$ cat src/rtl/layernorm_pkg.sv
// Shared types and constants for the layernorm arbitration slice.
package layernorm_pkg;

  localparam int unsigned NREQ_DEF = 4;
  localparam int unsigned LEN_DEF  = 8;
  localparam int unsigned W_DEF    = 16;
  localparam int unsigned FRAC     = 8;

  function automatic int unsigned id_width(input int unsigned n);
    return (n > 1) ? $clog2(n) : 1;
  endfunction

  localparam int unsigned ID_W_DEF = id_width(NREQ_DEF);

  typedef logic signed [W_DEF-1:0] elem_t;
  typedef elem_t [LEN_DEF-1:0] vec_t;

  typedef struct packed {
    logic                valid;
    logic [ID_W_DEF-1:0] id;
  } tag_t;

endpackage

$ cat src/rtl/layernorm_arbiter_rr.sv
// Round-robin arbiter: searches from the pointer, grants one requester when enabled.
module rr_arbiter #(
  parameter int unsigned NREQ  = 4,
  parameter int unsigned IDX_W = 2
) (
  input  logic             clk,
  input  logic             rst,
  input  logic [NREQ-1:0]  req,
  input  logic             en,
  output logic [NREQ-1:0]  grant,
  output logic [IDX_W-1:0] grant_idx
);

  logic [IDX_W-1:0] ptr_q, ptr_d;
  logic [IDX_W-1:0] cand_idx;
  int unsigned      cand;
  logic             found;

  always_comb begin
    grant     = '0;
    grant_idx = '0;
    found     = 1'b0;
    cand      = 0;
    cand_idx  = '0;
    ptr_d     = ptr_q;
    for (int unsigned i = 0; i < NREQ; i++) begin
      cand = int'(ptr_q) + i;
      if (cand >= NREQ) cand = cand - NREQ;
      cand_idx = IDX_W'(cand);
      if (!found && req[cand_idx]) begin
        found     = 1'b1;
        grant_idx = cand_idx;
      end
    end
    if (en && found) begin
      grant[grant_idx] = 1'b1;
      ptr_d = (grant_idx == IDX_W'(NREQ - 1)) ? '0 : grant_idx + 1'b1;
    end
  end

  always_ff @(posedge clk) begin
    if (rst) ptr_q <= '0;
    else     ptr_q <= ptr_d;
  end

endmodule

$ cat src/rtl/layernorm_arbiter.sv
// Shares one fixed-latency layernorm datapath among NREQ requesters with
// credit-based issue, id tagging and an in-order result FIFO.
module layernorm_arbiter
  import layernorm_pkg::*;
#(
  parameter int unsigned NREQ   = NREQ_DEF,
  parameter int unsigned LEN    = LEN_DEF,
  parameter int unsigned W      = W_DEF,
  parameter int unsigned DP_LAT = 1,
  parameter int unsigned DEPTH  = 2,
  localparam int unsigned ID_W  = id_width(NREQ),
  localparam int unsigned VEC_W = LEN * W
) (
  input  logic                 clk,
  input  logic                 rst,
  input  logic [NREQ-1:0]      req_valid,
  output logic [NREQ-1:0]      req_ready,
  input  logic [NREQ*VEC_W-1:0] req_vec,
  output logic                 ln_valid_in,
  output logic [VEC_W-1:0]     ln_in_vec,
  input  logic                 ln_valid_out,
  input  logic [VEC_W-1:0]     ln_out_vec,
  output logic                 out_valid,
  input  logic                 out_ready,
  output logic [ID_W-1:0]      out_id,
  output logic [VEC_W-1:0]     out_vec,
  output logic                 busy,
  output logic                 err
);

  localparam int unsigned CNT_W = $clog2(DEPTH + DP_LAT + 1);
  localparam int unsigned PTR_W = id_width(DEPTH);

  logic              can_issue, issue, push, pop, last_v;
  logic [NREQ-1:0]   grant;
  logic [ID_W-1:0]   winner;
  logic [CNT_W-1:0]  inflight_q, inflight_d, count_q, count_d;
  logic [PTR_W-1:0]  wr_q, wr_d, rd_q, rd_d;
  logic              err_q, err_d;
  logic [DP_LAT-1:0] tag_v_q;
  logic [ID_W-1:0]   tag_id_q [DP_LAT];
  logic [ID_W-1:0]   id_mem_q [DEPTH];
  logic [VEC_W-1:0]  vec_mem_q [DEPTH];

  function automatic logic [PTR_W-1:0] ptr_next(input logic [PTR_W-1:0] p);
    return (p == PTR_W'(DEPTH - 1)) ? '0 : p + 1'b1;
  endfunction

  // Credits come from registered counts only, so out_ready never reaches req_ready.
  assign can_issue = !rst && ((count_q + inflight_q) < CNT_W'(DEPTH));

  rr_arbiter #(.NREQ(NREQ), .IDX_W(ID_W)) u_arb (
    .clk       (clk),
    .rst       (rst),
    .req       (req_valid),
    .en        (can_issue),
    .grant     (grant),
    .grant_idx (winner)
  );

  assign issue       = |grant;
  assign req_ready   = grant;
  assign ln_valid_in = issue;

  always_comb begin
    ln_in_vec = '0;
    for (int unsigned r = 0; r < NREQ; r++) begin
      if (grant[r]) ln_in_vec = req_vec[r*VEC_W +: VEC_W];
    end
  end

  assign last_v    = tag_v_q[DP_LAT-1];
  assign push      = ln_valid_out & last_v;
  assign out_valid = (count_q != '0);
  assign pop       = out_valid & out_ready;
  assign out_id    = id_mem_q[rd_q];
  assign out_vec   = vec_mem_q[rd_q];
  assign busy      = (inflight_q != '0) | (count_q != '0);
  assign err       = err_q;

  always_comb begin
    inflight_d = inflight_q;
    count_d    = count_q;
    wr_d       = push ? ptr_next(wr_q) : wr_q;
    rd_d       = pop  ? ptr_next(rd_q) : rd_q;
    // Orphan results and missing results both mismatch the tag: sticky error.
    err_d      = err_q | (ln_valid_out ^ last_v);
    case ({issue, last_v})
      2'b10:   inflight_d = inflight_q + 1'b1;
      2'b01:   inflight_d = inflight_q - 1'b1;
      default: inflight_d = inflight_q;
    endcase
    case ({push, pop})
      2'b10:   count_d = count_q + 1'b1;
      2'b01:   count_d = count_q - 1'b1;
      default: count_d = count_q;
    endcase
  end

  always_ff @(posedge clk) begin
    if (rst) begin
      tag_v_q    <= '0;
      inflight_q <= '0;
      count_q    <= '0;
      wr_q       <= '0;
      rd_q       <= '0;
      err_q      <= 1'b0;
    end else begin
      tag_v_q[0] <= issue;
      for (int unsigned k = 1; k < DP_LAT; k++) tag_v_q[k] <= tag_v_q[k-1];
      inflight_q <= inflight_d;
      count_q    <= count_d;
      wr_q       <= wr_d;
      rd_q       <= rd_d;
      err_q      <= err_d;
    end
  end

  always_ff @(posedge clk) begin
    tag_id_q[0] <= winner;
    for (int unsigned k = 1; k < DP_LAT; k++) tag_id_q[k] <= tag_id_q[k-1];
    if (push) begin
      id_mem_q[wr_q]  <= tag_id_q[DP_LAT-1];
      vec_mem_q[wr_q] <= ln_out_vec;
    end
  end

  a_no_overflow: assert property (@(posedge clk) disable iff (rst)
    !(push && !pop && count_q == CNT_W'(DEPTH)));

endmodule
$ cat config.mk
export PLATFORM = sky130hd
export DESIGN_NAME = layernorm_arbiter
export DESIGN_NICKNAME = d
export VERILOG_FILES = /design/src/rtl/layernorm_pkg.sv /design/src/rtl/layernorm_arbiter_rr.sv /design/src/rtl/layernorm_arbiter.sv
export SDC_FILE = /design/constraint.sdc
export NUM_CORES = 1
export LEC_CHECK = 0
export ABC_AREA = 1
export CAP_MARGIN = 0
export CORE_AREA = 2 2 353 355
export CTS_BUF_LIST = sky130_fd_sc_hd__clkbuf_2
export CTS_CLUSTER_SIZE = 14
export DETAILED_ROUTE_END_ITERATION = 6
export DIE_AREA = 0 0 355 357
export GPL_TIMING_DRIVEN = 0
export PLACE_DENSITY = 0.49
export SETUP_SLACK_MARGIN = 0.02
export SYNTH_ARGS = -nofsm -noshare
export SYNTH_HDL_FRONTEND = slang
export SYNTH_SLANG_ARGS = --single-unit
$ cat constraint.sdc
create_clock -name clk -period 7.65 [get_ports clk]
set_input_delay 1.53 -clock clk [delete_from_list [all_inputs] [get_ports clk]]
set_output_delay 1.53 -clock clk [all_outputs]
set_load 0.01 [all_outputs]
* Yosys cells after proc, flatten, opt, wreduce, memory -nomap -nowiden *
Memories as Yosys holds them, arrays and structs flattened. A register that Yosys moved wholly into a read port is not among the register bits.
Index checks and enable logic that the tools add are counted.

storage, ports and cells
  register bits after elaboration = 10
  RAM bits = 262
  input bits = 648
  output and inout port bits = 266
  logic and storage cells = 99
  memories kept = 3

memory list
  name       depth  width  rd ports  clocked after memory_dff  write ports  line                     text
  vec_mem_q  2      128    1         1                         1            layernorm_arbiter.sv:43  logic [VEC_W-1:0] vec_mem_q [DEPTH];
  id_mem_q   2      2      1         1                         1            layernorm_arbiter.sv:42  logic [ID_W-1:0] id_mem_q [DEPTH];
  tag_id_q   1      2      1         0                         1            layernorm_arbiter.sv:41  logic [ID_W-1:0] tag_id_q [DP_LAT];

operators by class
  add/subtract/negate cells = 15
  magnitude comparators = 11
  eq/ne operators = 5
  mux-type cells = 38
  bitwise operators = 5
  reduce and logical (&&, ||, !) cells = 15

operators with widths
  operator                                                            count
  two-way mux 128 bit                                                 4
  two-way mux 2 bit                                                   9
  two-way mux 1 bit                                                   17
  < comparator 2 x 3 -> 1 bit (second input constant)                 5
  subtractor 2 x 1 -> 2 bit (second input constant)                   6
  greater-or-equal comparator 3 bit (second input constant)           3
  binary-select mux 1 bit (select 2 bit)                              4
  case mux 2 bit (2 select lines)                                     2
  nonzero test 2 bit                                                  4
  adder 2 x 1 -> 2 bit (second input constant)                        3
  adder 2 x 2 -> 3 bit (second input constant)                        2
  equality test 2 bit (second input constant)                         3
  logical AND 1 bit                                                   6
  equality test 2 x 1 -> 1 bit (second input constant)                2
  zero test 1 bit                                                     4
  two-way mux 4 bit                                                   1
  OR reduction 4 bit                                                  1
  adder 2 x 1 -> 3 bit (second input constant)                        1
  greater-or-equal comparator 2 x 3 -> 1 bit (second input constant)  1
  adder 1 bit (second input constant)                                 2
  adder 2 bit                                                         1
  bitwise AND 1 bit                                                   2
  demux 1 bit (select 2 bit)                                          1
  greater-or-equal comparator 2 x 1 -> 1 bit (second input constant)  1
  3 further kinds                                                     4

* Logic depth before layout (Yosys ltp) *
Gate-level depths: netlist of the first run.

  depth in word-level cells = 23
  depth in mapped cells = 23
  depth with buffers taken out = 19

* Modules after synthesis *
From an unflattened synthesis of the first run, not the netlist that was laid out.

second synthesis, totals
  cells, all modules = 1688
  area, all modules = 15082.0 sq um

modules (own cells, without submodules)
  module             instances  cells each  area each (sq um)  sequential area each (sq um)
  layernorm_arbiter  1          1602        14564.0            8027.7
  rr_arbiter         1          86          518.0              40.0

* Least setup slack after synthesis of the first run *
Ideal clock, no wire load.

  path type = in2reg
  start = input port ln_valid_out
  end = memory id_mem_q[0][0] in the netlist's numbering (enable)
  library setup time = 0.623 ns
  arrival = 7.192 ns
  data required time = 7.027 ns
  path slack = -0.165 ns
  stages on the path = 3
  buffers on the path = 0
  path through = ha_1 -> inv_1 -> nor2_1

between the ends
  word-level cells in the longest chain between the ends = 3

ends and longest elaborated chain
  element                                  line                      text
  from (decl)                              layernorm_arbiter.sv:21   input logic ln_valid_out,
  bitwise AND 1 bit                        layernorm_arbiter.sv:73   assign push = ln_valid_out & last_v;
  two-way mux 1 bit                        layernorm_arbiter.sv:122  if (push) begin
  two-way mux 1 bit (not written as such)  layernorm_arbiter.sv:123  id_mem_q[wr_q] <= tag_id_q[DP_LAT-1];
  to (decl)                                layernorm_arbiter.sv:42

Every way passes these cells.

* Final worst setup path of the first run *
  start = input port req_valid[2]
  end = output port ln_in_vec[28]

between the ends
  word-level cells in the longest chain between the ends = 21
  elaborated cells between the ends (all ways) = 33
  those cells by class = order compare: 2; mux: 23; reduce/logical: 8

ends and longest elaborated chain
  element                                                                                                                 line                        text
  from (decl)                                                                                                             layernorm_arbiter.sv:16     input logic [NREQ-1:0] req_valid,
  binary-select mux 1 bit (select 2 bit)                                                                                  layernorm_arbiter_rr.sv:30  if (!found && req[cand_idx]) begin
  two-way mux 1 bit (not written as such)                                                                                 layernorm_arbiter_rr.sv:30
  two-way mux 1 bit                                                                                                       layernorm_arbiter_rr.sv:30
  zero test 1 bit                                                                                                         layernorm_arbiter_rr.sv:30
  logical AND 1 bit                                                                                                       layernorm_arbiter_rr.sv:30
  two-way mux 1 bit                                                                                                       layernorm_arbiter_rr.sv:30
  zero test 1 bit                                                                                                         layernorm_arbiter_rr.sv:30
  logical AND 1 bit                                                                                                       layernorm_arbiter_rr.sv:30
  [4 not listed]                                                                                                          --
  via u_arb.grant_idx[0]                                                                                                  layernorm_arbiter_rr.sv:11  output logic [IDX_W-1:0] grant_idx
  < comparator 2 x 3 -> 1 bit (not written as such) / greater-or-equal comparator 2 x 1 -> 1 bit (equally long branches)  layernorm_arbiter_rr.sv:36  grant[grant_idx] = 1'b1;
  logical AND 1 bit (not written as such)                                                                                 layernorm_arbiter_rr.sv:36
  two-way mux 1 bit (not written as such)                                                                                 layernorm_arbiter_rr.sv:36
  demux 1 bit (select 2 bit) (*)                                                                                          --
  two-way mux 4 bit (*)                                                                                                   layernorm_arbiter_rr.sv:35  if (en && found) begin
  two-way mux 128 bit (3 in series)                                                                                       layernorm_arbiter.sv:68     if (grant[r]) ln_in_vec = req_vec[r*VEC_W +: VEC_W];
  two-way mux 128 bit (*)                                                                                                 layernorm_arbiter.sv:68
  to (decl)                                                                                                               layernorm_arbiter.sv:20     output logic [VEC_W-1:0] ln_in_vec,

Mark *: on every way through the listed nets, which the timed path passes. The rest lies on a longest branch. The select of a mux whose other input is x is not followed.

==> metrics, run 1 <==
CP startpoint kind=input pin; Pwr Density=363 nW/um^2; NetSw=5.55 mW; mux cell area share after synthesis=under 10%; Detail Placement HPWL=96,500 microns; status=finished clean; first-pass GRT wire length=154,000 microns; IO Port Bufs=slightly above 900; H-tree Lvls=3; Netlist cell types=28; via count of the first global-routing pass=20,205; Setup Skew=0.129 ns; layout cell share with drive strength beyond 1=a little under an eighth; GP Congestion=0.982; synthesized flop and latch total=between 200 and 300; CTS tree=done; core area=about 120,000 sq um; post-route ant nets=0; Max Buffers Root-to-Sink=3; Worst slew margin=31.8%; final hold viol count=0; DR pass1 iterations=5; vias=20,646; # hold bufs at CTS=0; critical path peak fanout=10; starting density of the core=around 15%; CP required=between 6 and 7 ns; initial antenna violation count=44; Synth Area in Compound Gates=less than 1%; final hold slack=0.450 ns; static leakage=12.6 nW; Area Growth Syn to Fin=67.0%; clk slew on worst S/H paths=0.10 ns; Final min period=7.37 ns; Clock Latency Late Sink=1.07 ns; worst slew pin tran=1.02 ns; CP Class=input pin to output port; synthesized area=18,000 sq um; largest net degree at the start of global routing=80; share of power burned in registers=17.3%; DRT iter0 DRCs=1,608; DRC viols=0; CTS Root Cell=clkbuf_2; worst vdd ir=just under 0.0002 V; Critical Path End Type=output port; count of final setup violators=0; Simple-Gate Fraction of Synth Area=32.1%; Total Wirelength=116,000 microns; period utilisation layout=96.3%; area of the multi-input gates=7440 sq um; P_int=5.34 mW; Worst Path Arrival=just under 6 ns; Synth Area in XOR/XNOR=0.0974%; total gr overflow=0; Filler Cells Inserted=around 14,000; HP Class=register to register; Mean Syn Cell Area=7.97 sq um; # IOs=914; DIE WIDTH=355 microns; Synth warnings=0; adder-cell share of the synthesized area=0.487%; largest family of logic cells by synthesized area=simple AND/OR/NAND/NOR gates; die height=357 microns; switching fraction of total power=50.9%; Final #Nets=~3,900; total nets after synthesis=2,910; full die area=127,000 sq um; RSZ-0062 raised after global routing=yes; Max Cap Viol=0; Avg WL per Cell=23.3 microns; CTS Sinks=273; Clk network pwr share=around 9.9%; total power=10.9 mW; average vias per placed instance=between 4 and 5; row count=129; GRT Util Overall=17.3%; logic gate share of total power=72.7%; FMAX=136 MHz; Syn Inst Count=2,255; CTS Buf Count=72; Max Slew Vio Count=0; sequential area share after synthesis=44.9%; Sequential cell area=8070 sq um
-- cells in the mapped netlist, drive strengths merged --
cell type    n  area share [%]
inv        324             6.8
ha           7            0.49
and3         1           0.035
nor3         2           0.056
xor2         2           0.097
mux2       130             8.1
buf        125             3.8
nand4      386              13
o21ai       10            0.28
nand2      549              11
o21a         1           0.042
clkbuf      73             1.5
a21oi        8            0.22
edfxtp     260              43
nand3      138             4.0
nor2       144             3.1
clkinv      82             1.7
dfxtp       13             1.4
-- metrics by stage --
stage          utilization [%]  std cells  setup slack (ns)  setup TNS [ns]  cell area, sq um
2_1_floorplan                -       2255              2.07               0             18000
6_report                  24.4       4957             0.280               0             30000
5_1_grt                   24.4       4951         -0.000354       -0.000354             30000
3_5_place_dp              23.8       4810            -0.297          -0.417             29300
3_3_place_gp              23.7       4805            -0.913         -113.80             29200
4_1_cts                   24.4       4930            0.0469               0             30000
-- layout by cell type (no fill, tap or decap), types with 7 or more instances in the layout --
master	netlist	final
inv_1	320	319
nor2_1	142	141
buf_1	13	11
buf_2	88	88
ha_1	7	7
clkdlybuf4s50_1	0	913
a21oi_1	8	8
clkinv_1	82	89
nand3_1	135	135
nand2_1	549	549
edfxtp_1	260	260
clkbuf_2	0	107
diode_2	0	27
clkbuf_1	73	69
nand4_1	385	385
buf_4	22	22
mux2_2	130	130
o21ai_0	9	9
dfxtp_1	13	13
-- state kept, by name, summed over array words and instances (netlist names), 2 cells and up, named ones only --
| register | flops |
|---|---|
| vec_mem_q | 256 |
| id_mem_q | 4 |
| count_q | 2 |
| inflight_q | 2 |
| tag_id_q | 2 |
| u_arb.ptr_q | 2 |
-- kinds of logic after synthesis --
kind of cell	after synthesis
adders and majority gates	7
DFF	273
muxes	130
buffers and inverters	604
xor gates and xnor gates	2
AOI/OAI and AO/OA	19
and+or+nand+nor	1220
-- area by class of cell --
class	instances	share of cell area [%]
diodes	27	0.225
multi-input cells	1378	24.8
flip-flops and latches	273	26.9
clock inverters	19	0.550
clock buffers	101	1.68
inverters	406	5.10
well taps	1637	6.82
repair buffers	918	30.8
plain buffers	198	3.19
-- worst max-delay path: stages --
cell and delay, ns:
clkdlybuf4s50_1 0.46, inv_1 0.07, nand2_1 0.06, nand2_1 0.07, nor2_1 0.05, nor2_1 0.25
nand3_1 0.16, nand3_1 0.09, nand2_1 0.09, inv_1 0.17, ha_1 0.21, clkbuf_1 0.22
clkbuf_2 0.49, clkbuf_1 0.65, nor2_1 0.12, nand4_1 0.31, nand3_1 0.12, nand2_1 0.12
nand2_1 0.08, clkdlybuf4s50_1 0.50
-- power by group through the flow --
stage	combinational (mW)	clock, mW	sequential, mW
2_1_floorplan	3.73	0	1.92
3_3_place_gp	7.89	0	1.96
3_5_place_dp	7.87	0	1.93
4_1_cts	7.92	1.17	1.89
5_1_grt	8.49	1.24	1.91
6_report	7.92	1.08	1.89
-- final timing paths --
check,from,cells after the start,to,slack (ns)
max,req_valid[2],20,ln_in_vec[28],0.28
min,rd_q,1,register,0.45
max reg2reg,u_arb.ptr_q[0],23,inflight_q[1],3.20
min reg2reg,rd_q,1,register,0.45
-- timing repair --
item	in CTS	in global routing
endpoints found under the setup margin	9	23
gates resized for setup	2	9
endpoints found under the hold margin	0	0
buffers inserted	0	0
-- per-layer routing --
metal  global-route usage, %  share of wire, %
met5                       0             0.076
met4                    7.79               3.7
met3                    5.40               9.4
met2                    28.9                48
met1                    20.2                39
No activity file was read; power rests on OpenSTA's default activity.
==> run 2, diff against run 1 <==
Settings changed: CAP_MARGIN 0 to 5, CTS_CLUSTER_SIZE 14 to default.
==> results of run 2 <==
The final DEF is identical to that of run 1; final timing and power are the same.
==> run 3, diff against run 2 <==
Settings changed: ABC_AREA 1 to default, PLACE_DENSITY 0.49 to 0.46, SLEW_MARGIN from default to 20.
==> run 3 against run 2 <==
Critical path depth is 7 lower. Critical endpoint is now ln_in_vec[58]. Global-route usage shrank 1.4 points. Power is 32% lower. Hold slack got worse by 0.018 ns. Flip-flop and latch count unchanged. Largest cell class unchanged. Largest power group unchanged. Setup slack worse by 0.093 ns.
==> metrics, run 3 <==
reg-to-reg startpoint=u_arb.ptr_q[0] (unchanged); period utilisation layout=97.6% (was 96.3%); most frequent cells in the layout=clkdlybuf4s50_1 (913), edfxtp_1 (260), a21oi_1 (133), o21ai_0 (133), nor2_1 (131) (was clkdlybuf4s50_1 (913), nand2_1 (549), nand4_1 (385)); largest area contributor in the netlist=edfxtp_1 (unchanged); Final #Nets=3,021 (was 3,902); Clock Latency Late Sink=1.03 ns (was 1.07 ns); Netlist cell types=31 (was 28); Worst Path Arrival=5.93 ns (was 5.84 ns); Total Wirelength=107,000 microns (was 116,000 microns); met2 global-route usage=25.6% (was 28.9%); Mean Syn Cell Area=10.8 sq um (was 7.97 sq um); row count=129 (unchanged); DP Worst Slack=-1.01 ns (was -0.297 ns); FMAX=134 MHz (was 136 MHz); HP Class=register to register (unchanged); Max Cap Viol=0 (unchanged); Syn Inst Count=1,369 (was 2,255); CP Class=input pin to output port (unchanged); static leakage=8.86 nW (was 12.6 nW); worst slew pin tran=1.19 ns (was 1.02 ns); met1 Usage GRT=18.7% (was 20.2%); CTS Root Cell=clkbuf_2 (unchanged); DRC viols=0 (unchanged); met3 global-route usage=6.25% (was 5.40%); GRT Max-Usage Layer=met2 (unchanged); post-synth top area share=52.9% (was 43.4%); Sequential cell area=8070 sq um (unchanged); Setup crit start=req_valid[1] (was req_valid[2]); Synth Area in XOR/XNOR=0.475% (was 0.0974%); layout cell share with drive strength beyond 1=11.7% (was 11.5%); count of final setup violators=0 (unchanged); via count of the first global-routing pass=16,123 (was 20,205); worst vdd ir=0.000109 V (was 0.000199 V); logic gate share of total power=61.0% (was 72.7%); RSZ-0062 raised after global routing=yes (unchanged); top post-synthesis cells by area=edfxtp_1 (53%), mux2_2 (9.9%), a22oi_1 (6.6%) (was edfxtp_1 (43%), nand4_1 (13%), nand2_1 (11%)); H-tree Lvls=3 (unchanged); area of the multi-input gates=6140 sq um (was 7440 sq um); largest family of logic cells by synthesized area=compound AO/OA/AOI/OAI gates (was simple AND/OR/NAND/NOR gates); synthesized flop and latch total=273 (unchanged); clk slew on worst S/H paths=0.08 ns (was 0.10 ns); # IOs=914 (unchanged); initial antenna violation count=66 (was 44); predominant post-synthesis flop cell=edfxtp_1 (unchanged); Filler Cells Inserted=13,536 (was 13,740); adder-cell share of the synthesized area=0.593% (was 0.487%); core area=123,000 sq um (unchanged); Final min period=7.46 ns (was 7.37 ns); post-layout util=21.9% (was 24.4%); full die area=127,000 sq um (unchanged); GP Congestion=0.990 (was 0.982); PnR worst setup slack=0.187 ns (was 0.280 ns); largest net degree at the start of global routing=44 (was 80); Setup Skew=0.0836 ns (was 0.129 ns); Post-synth EDFFs=260 (unchanged); CP startpoint kind=input pin (unchanged); CTS tree=done (unchanged); die height=357 microns (unchanged); IO Port Bufs=913 (unchanged); Simple-Gate Fraction of Synth Area=8.10% (was 32.1%); total nets after synthesis=2,024 (was 2,910); Avg WL per Cell=26.1 microns (was 23.3 microns); share of power burned in registers=25.2% (was 17.3%); DIE WIDTH=355 microns (unchanged); CP required=6.12 ns (about the same); Worst slew margin=20.9% (was 31.8%); critical path peak fanout=10 (unchanged); CTS Buf Count=72 (unchanged); most frequent cells after synthesis=edfxtp_1 (260), a21oi_1 (133), o21ai_0 (133) (was nand2_1 (549), nand4_1 (385), inv_1 (320)); DRT iter0 DRCs=1,160 (was 1,608); Synth warnings=0 (unchanged); switching fraction of total power=43.2% (was 50.9%); sequential area share after synthesis=54.7% (was 44.9%); first-pass GRT wire length=139,000 microns (was 154,000 microns); most frequent cell after synthesis=edfxtp_1 (was nand2_1); Pwr Density=274 nW/um^2 (was 363 nW/um^2); status=finished clean (unchanged); synthesized area=14,800 sq um (was 18,000 sq um); Max Buffers Root-to-Sink=3 (unchanged); max reg flops=256 (unchanged); NetSw=3.19 mW (was 5.55 mW); Synth Area in Compound Gates=22.3% (was 0.543%); largest registers=vec_mem_q x256, id_mem_q x4 (unchanged); final hold viol count=0 (unchanged); setup repair bufs after CTS=0 (unchanged); mux cell area share after synthesis=9.92% (was 8.14%); asr flop ratio synth=0% (unchanged); post-route ant nets=0 (unchanged); Clk network pwr share=13.8% (was 9.9%); DR pass1 iterations=5 (unchanged); commonest non-fill, non-tap cell in the layout=clkdlybuf4s50_1 (unchanged); average vias per placed instance=3.93 (was 4.17); Largest Register=vec_mem_q (unchanged); total gr overflow=0 (unchanged); Max Slew Vio Count=0 (unchanged); Critical Path End Type=output port (unchanged); GRT Util Overall=15.9% (was 17.3%); Worst Min Path Start=tag_id_q[0][0] (was rd_q); Detail Placement HPWL=90,600 microns (was 96,500 microns); vias=16,049 (was 20,646); total power=7.39 mW (was 10.9 mW); CTS Sinks=273 (unchanged); P_int=4.19 mW (was 5.34 mW); starting density of the core=12.0% (was 14.6%); Area Growth Syn to Fin=82.4% (was 67.0%)
run 3: kinds of logic after synthesis:
logic type,Yosys count
AND/OR/NAND/NOR,288
flip-flops,273
adder cells (fa/ha/maj),7
multiplexers,130
AO/OA/AOI/OAI,527
buffers and inverters,136
XOR/XNOR,8
run 3: timing repair:
item	in CTS	in global routing
hold buffers	0	0
pin swaps	0	0
cloned	0	0
gates resized for setup	5	6
hold endpoints to repair	0	0
endpoints found under the setup margin	115	7
run 3: critical path, cell delays in order:
cell             delay, ns
clkdlybuf4s50_1       0.59
a21o_1                0.11
a21oi_1               0.05
o22ai_1               0.36
inv_1                 0.15
ha_1                  0.31
inv_1                 0.11
clkbuf_1              0.87
clkbuf_1              0.48
o21a_1                0.22
a22oi_1               0.09
nor2_1                0.38
clkdlybuf4s50_1       0.63
run 3: power groups by stage:
stage	sequential [mW]	combinational, mW	clock, mW
floorplan	1.90	2.04	0
global placement	1.93	4.48	0
detailed placement	1.90	4.48	0
CTS	1.86	4.53	1.09
global route	1.88	4.79	1.17
finish	1.86	4.51	1.02
run 3: layout make-up:
type / instances / share of cell area, %
diodes: 34 / 0.316
plain buffers: 128 / 2.08
clock buffers: 99 / 1.84
clock inverters: 20 / 0.525
inverters: 8 / 0.112
multi-input cells: 960 / 22.8
flip-flops and latches: 273 / 30.0
well taps: 1637 / 7.61
repair buffers: 923 / 34.7
run 3: worst paths after layout:
kind              depth (start not counted)  slack, ns             end
setup / recovery                         13       0.19   ln_in_vec[58]
hold / removal                            0       0.43  id_mem_q[0][0]
setup reg to reg                         12       4.27   inflight_q[1]
hold reg to reg                           0       0.43  id_mem_q[0][0]
run 3: through the flow:
step / cells / TNS [ns] / area [sq um] / hold slack, ns
after global placement: 3919 / -279.22 / 25900 / 0.411
after global routing: 4075 / 0 / 26900 / 0.466
final: 4082 / 0 / 26900 / 0.431
after detailed placement: 3929 / -71.93 / 26200 / 0.417
after floorplan: 1369 / 0 / 14800 / 0.404
after CTS: 4048 / 0 / 26800 / 0.438
run 3: metal layers:
layer / up-vias / share of wire [%] / wire length, microns
li1: 7167 / - / -
met1: 7773 / 40 / 42200
met4: 38 / 3.7 / 3970
met2: 883 / 47 / 49700
met3: 188 / 9.8 / 10500
met5: - / 0.24 / 253
